File: config.mk
export PLATFORM = sky130hd
export DESIGN_NAME = booth_dot_seq
export DESIGN_NICKNAME = d
export VERILOG_FILES = /design/src/rtl/booth_dot_seq.sv
export SDC_FILE = /design/constraint.sdc
export NUM_CORES = 1
export LEC_CHECK = 0
export BUFFER_PORTS_ARGS = -buffer_cell sky130_fd_sc_hd__buf_2
export CAP_MARGIN = 20
export CORE_AREA = 2 2 74 76
export CTS_CLUSTER_DIAMETER = 200
export DETAILED_ROUTE_END_ITERATION = 12
export DIE_AREA = 0 0 76 78
export PLACE_DENSITY = 0.67
export SLEW_MARGIN = 20
export SYNTH_ARGS = -nofsm -noshare
export SYNTH_HDL_FRONTEND = slang
export SYNTH_SLANG_ARGS = --single-unit
File: constraint.sdc
create_clock -name clk -period 6.17 [get_ports clk]
set_input_delay 0.617 -clock clk [delete_from_list [all_inputs] [get_ports clk]]
set_output_delay 0.617 -clock clk [all_outputs]
set_load 0.02 [all_outputs]
File: src/rtl/booth_dot_seq.sv
// Operand sequencer and signed product accumulator around a 4-bit sequential Booth multiplier.
// Issues one multiply per (x, y) pair and presents the accumulated dot product on a valid/ready port.
module booth_dot_seq #(
    parameter int ACC_W   = 12,
    parameter int CNT_W   = 6,
    parameter int TIMEOUT = 15
) (
    input  logic             clk,
    input  logic             rst,
    input  logic             in_valid,
    output logic             in_ready,
    input  logic [3:0]       in_x,
    input  logic [3:0]       in_y,
    input  logic             in_last,
    output logic             mul_start,
    output logic [3:0]       mul_x,
    output logic [3:0]       mul_y,
    input  logic             mul_valid,
    input  logic [7:0]       mul_z,
    output logic             out_valid,
    input  logic             out_ready,
    output logic [ACC_W-1:0] out_sum,
    output logic [CNT_W-1:0] out_count,
    output logic             out_ovf,
    output logic             out_err
);

    localparam logic [1:0] S_IDLE  = 2'd0;
    localparam logic [1:0] S_ISSUE = 2'd1;
    localparam logic [1:0] S_WAIT  = 2'd2;
    localparam logic [1:0] S_DONE  = 2'd3;

    localparam int TW = $clog2(TIMEOUT + 1);

    logic [1:0]       state_q, state_d;
    logic [ACC_W-1:0] acc_q, acc_d;
    logic [CNT_W-1:0] cnt_q, cnt_d;
    logic             ovf_q, ovf_d;
    logic             err_q, err_d;
    logic [3:0]       x_q, x_d;
    logic [3:0]       y_q, y_d;
    logic             last_q, last_d;
    logic [TW-1:0]    tmo_q, tmo_d;

    logic [ACC_W-1:0] z_ext;
    logic [ACC_W-1:0] sum;

    assign z_ext = ACC_W'($signed(mul_z));
    assign sum   = acc_q + z_ext;

    always_comb begin
        state_d = state_q;
        acc_d   = acc_q;
        cnt_d   = cnt_q;
        ovf_d   = ovf_q;
        err_d   = err_q;
        x_d     = x_q;
        y_d     = y_q;
        last_d  = last_q;
        tmo_d   = tmo_q;
        case (state_q)
            S_IDLE: begin
                if (in_valid) begin
                    x_d     = in_x;
                    y_d     = in_y;
                    last_d  = in_last;
                    state_d = S_ISSUE;
                end
            end
            S_ISSUE: begin
                tmo_d   = '0;
                state_d = S_WAIT;
            end
            S_WAIT: begin
                tmo_d = tmo_q + TW'(1);
                // A result arriving on the timeout cycle still counts.
                if (mul_valid) begin
                    acc_d   = sum;
                    cnt_d   = (cnt_q == '1) ? cnt_q : cnt_q + CNT_W'(1);
                    ovf_d   = ovf_q | ((acc_q[ACC_W-1] == z_ext[ACC_W-1]) &&
                                       (sum[ACC_W-1] != acc_q[ACC_W-1]));
                    state_d = last_q ? S_DONE : S_IDLE;
                end else if (tmo_q == TW'(TIMEOUT - 1)) begin
                    err_d   = 1'b1;
                    state_d = S_DONE;
                end
            end
            default: begin
                if (out_ready) begin
                    acc_d   = '0;
                    cnt_d   = '0;
                    ovf_d   = 1'b0;
                    err_d   = 1'b0;
                    state_d = S_IDLE;
                end
            end
        endcase
    end

    always_ff @(posedge clk or negedge rst) begin
        if (!rst) begin
            state_q <= S_IDLE;
            acc_q   <= '0;
            cnt_q   <= '0;
            ovf_q   <= 1'b0;
            err_q   <= 1'b0;
            x_q     <= '0;
            y_q     <= '0;
            last_q  <= 1'b0;
            tmo_q   <= '0;
        end else begin
            state_q <= state_d;
            acc_q   <= acc_d;
            cnt_q   <= cnt_d;
            ovf_q   <= ovf_d;
            err_q   <= err_d;
            x_q     <= x_d;
            y_q     <= y_d;
            last_q  <= last_d;
            tmo_q   <= tmo_d;
        end
    end

    assign in_ready  = (state_q == S_IDLE);
    assign mul_start = (state_q == S_ISSUE);
    assign mul_x     = x_q;
    assign mul_y     = y_q;
    assign out_valid = (state_q == S_DONE);
    assign out_sum   = acc_q;
    assign out_count = cnt_q;
    assign out_ovf   = ovf_q;
    assign out_err   = err_q;

endmodule

==> results_tabular.tex <==
\begin{tabular}{lr}
\hline
Metric & Value \\
\hline
\multicolumn{2}{l}{\textbf{Run status}} \\
Outcome & completed \\
\multicolumn{2}{l}{\textbf{Routing}} \\
Vias per Instance & around 5 \\
Remaining antenna violation count & 0 \\
TritonRoute pass-1 iters & 4 \\
Total via count in the routed design & about 1700 \\
Final wirelength & between 4000 and 5000 microns \\
Number of remaining DRC errors & 0 \\
Drt first-iter violations & 39 \\
Wire length per cell after detailed routing & about 12 microns \\
\multicolumn{2}{l}{\textbf{GRT}} \\
Antenna violations before repair & 0 \\
Wire length of the first global-routing pass & roughly 7200 microns \\
Number of global-route vias before repair & 1585 \\
Total Routing Usage GR & approximately 15\% \\
Remaining Overflow, GRT & 0 \\
Maximum number of pins on one net before global-route repair & 36 \\
\multicolumn{2}{l}{\textbf{Timing}} \\
Setup repair after global routing missed its margin & false \\
Final setup skew & 9.52 ps \\
Setup slack after layout & around 3300 ps \\
Timing-limited maximum frequency & 0.342 GHz \\
Transition time at the pin with the least slew margin & about 1000 ps \\
Hold Violations, Final & 0 \\
Final setup viols & 0 \\
Number of pins with negative max-slew slack in the final report & 0 \\
Total Negative Setup Slacks & 0 ps \\
Period minus WS final & 2920 ps \\
Final period util & 47.3\% \\
Worst slew slack as a fraction of its limit & about a third \\
\multicolumn{2}{l}{\textbf{Layout}} \\
Number of filler instances in the final layout & just under 500 \\
Antenna diode instance count & 0 \\
Commonest cells after routing, fill and taps aside & buf\_2 (52), dfrtp\_1 (35), nand2\_1 (34) \\
End-of-flow core utilization & about half \\
Final nets & about 310 \\
Most common cell after layout, fill and taps aside & buf\_2 \\
Post-layout instance count excluding filler cells & around 340 \\
Layout cell share with drive strength beyond 1 & between 20\% and 30\% \\
Post-synthesis to final-layout area growth & 21.6\% \\
\multicolumn{2}{l}{\textbf{Setup path}} \\
Gate family responsible for the most delay along the worst path & adder cells \\
Biggest cell delay along the critical path & around 670 ps \\
Classification of the worst setup path & register to register \\
Cell Chain, Critical Path & inv\_1 -> ha\_1 -> mux2i\_1 -> nand2b\_1 -> a41oi\_1 -> nand4\_1 -> xor2\_1 -> nor2\_1 \\
Crit path launch type & register \\
Critical path endpoint category & register \\
Arrival time worst endpoint & 3080 ps \\
Critical path required time & around 6300 ps \\
Highest-delay cell along the critical path & ha\_1 \\
Maximum fanout count along the critical path & 22 \\
Buffers plus inverters on the worst setup path & 1 \\
\multicolumn{2}{l}{\textbf{CTS}} \\
Number of setup buffers added after CTS & 0 \\
Clock buffer count from CTS & 5 \\
Number of buffers added to fix hold violations after cts & 0 \\
Clock insertion delay at the later pin of the skew report & between 200 and 300 ps \\
Level count of the clock H-tree & 2 \\
Sink count of the clock tree & 35 \\
CTS-repair resized insts & 0 \\
Clock tree from TritonCTS & done \\
Clock Tree Root & clkbuf\_8 \\
Maximum clock insertion buffer count & 2 \\
Clock-pin slew reported for the worst setup and hold paths after clock tree synthesis & 70 ps \\
\multicolumn{2}{l}{\textbf{Placed design}} \\
Placed wire-length estimate & between 3000 and 4000 microns \\
Dpl ws & between 3000 and 4000 ps \\
Buffers added on ports & between 50 and 60 \\
Placer's final routability congestion estimate & between 0.8 and 0.9 \\
Cell total after placement & between 300 and 400 \\
\multicolumn{2}{l}{\textbf{Synthesis}} \\
Number of distinct library cell variants in the gate-level netlist after synthesis & 37 \\
Synth Warn \# & 0 \\
Share of synthesized area occupied by flip-flops and latches & a little over two fifths \\
Mean area per synthesized cell & a little under 10 sq um \\
Proportion of netlist area held by the largest area contributor & between 40\% and 50\% \\
Synthesized instance count & $\sim$210 \\
Number of synthesized register bits & 35 \\
Post-synth design cell area & roughly 2100 sq um \\
Syn\_nets & around 260 \\
Largest cells by area after synthesis & dfrtp\_1 (42\%), ha\_1 (12\%), nand2\_1 (6.2\%), mux2\_2 (4.9\%), o21ai\_0 (4.8\%) \\
Biggest area consumer among synthesized cells & dfrtp\_1 \\
\multicolumn{2}{l}{\textbf{Floorplan}} \\
Core area & around 5000 sq um \\
Number of rows in the core area & 26 \\
Die Outline Area & 5930 sq um \\
Die W & 76 microns \\
Number of top-level pins & 53 \\
Initial core utilization & 41.0\% \\
Height of the chip & slightly below 80 microns \\
\multicolumn{2}{l}{\textbf{Pwr}} \\
Reported leakage power & $\sim$1.4 nW \\
Worst IR drop on VDD & $\sim$0.26 mV \\
Power density over cell area & 487 nW/um\^{}2 \\
Design Power & 0.00122 W \\
\multicolumn{2}{l}{\textbf{Job}} \\
Max-Cap Viols & 0 \\
\multicolumn{2}{l}{\textbf{Hold path}} \\
Hold Path Class & primary input to asynchronous set/reset pin \\
\hline
\end{tabular}
==> report_power, final <==
part | switching [W] | total, W | internal, W
clock | 0.0000806 | 0.000211 | 0.000131
sequential | 0.0000602 | 0.000370 | 0.000310
combinational | 0.000392 | 0.000642 | 0.000250
total | 0.000533 | 0.00122 | 0.000690
==> kinds of logic after synthesis <==
family / after synthesis / synth area share [%]
adder cells (fa/ha/maj): 20 / 12.5
buffers and inverters: 15 / 3.09
AND/OR/NAND/NOR: 65 / 13.7
AO/OA/AOI/OAI: 54 / 16.3
flip-flops: 35 / 42.4
multiplexers: 13 / 6.90
XOR/XNOR: 12 / 5.09
==> flip-flops by register name (all words and copies together), names as in the netlist <==
signal / cells
last_q: 1
mul_x: 4
mul_y: 4
out_count: 6
out_err: 1
out_ovf: 1
out_sum: 12
state_q: 2
tmo_q: 4
==> final cells by class <==
class / count / area (sq um) / area share [%]
clock inverters: 2 / 35.0 / 1.39
clock buffers: 6 / 82.6 / 3.29
multi-input cells: 164 / 1130 / 44.8
well taps: 70 / 87.6 / 3.48
inverters: 12 / 45.0 / 1.79
repair buffers: 52 / 260 / 10.4
flip-flops and latches: 35 / 876 / 34.8
==> worst reg2reg max path, delay by kind of cell (launching register included) <==
kind                     cells  cell delay, ps
AO/OA/AOI/OAI                1             590
XOR/XNOR                     1             160
adder cells (fa/ha/maj)      1             670
buffers and inverters        1             140
flip-flops                   1             410
multiplexers                 1             190
AND/OR/NAND/NOR              3             650
==> Yosys cell counts <==
library cell	instances
o21a_1	2
a21o_1	2
a21oi_1	14
xnor2_1	3
xor2_1	9
nor4_1	1
clkbuf_1	2
fa_1	1
and3_1	3
a211oi_1	2
dfrtp_1	35
a211o_2	1
a211oi_2	1
inv_1	12
nand4_1	2
o21ai_0	20
a21boi_0	1
a311oi_1	1
nand2b_1	1
nor3_1	1
a211o_1	2
a21o_2	2
o211a_1	1
mux2i_1	3
nor2_1	9
nand3_1	12
mux2_1	1
mux2_2	9
a22o_1	1
o21bai_1	2
ha_1	19
a31oi_1	1
buf_6	1
a41oi_1	1
nand2_1	34
nand3b_1	1
or2_2	1
==> worst paths after layout <==
path / startpoint / endpoint / slack (ps) / cells after the start
max: state_q[0] / out_count[5] / 3250 / 8
min: rst / mul_x[2] / 410 / 1
max reg2reg: state_q[0] / out_count[5] / 3250 / 8
min reg2reg: mul_x[3] / mul_x[3] / 500 / 1
max in group asynchronous: rst / out_sum[8] / 5270 / 1
min in group clk: mul_x[3] / mul_x[3] / 500 / 1
==> through the flow <==
stage,cell area [sq um],hold WS [ps]
6_report,2510,406
5_1_grt,2510,465
4_1_cts,2510,432
3_5_place_dp,2400,491
3_3_place_gp,2400,484
2_1_floorplan,2070,321
==> metal layers <==
layer	share of wire (%)	vias to the layer above	global-route usage [%]
li1	-	865	-
met4	1.2	0	4.36
met3	4.5	6	3.14
met1	49	786	20.6
met2	45	42	23.6
met5	0	-	0
Note: power is estimated with default switching activity, not from simulation.
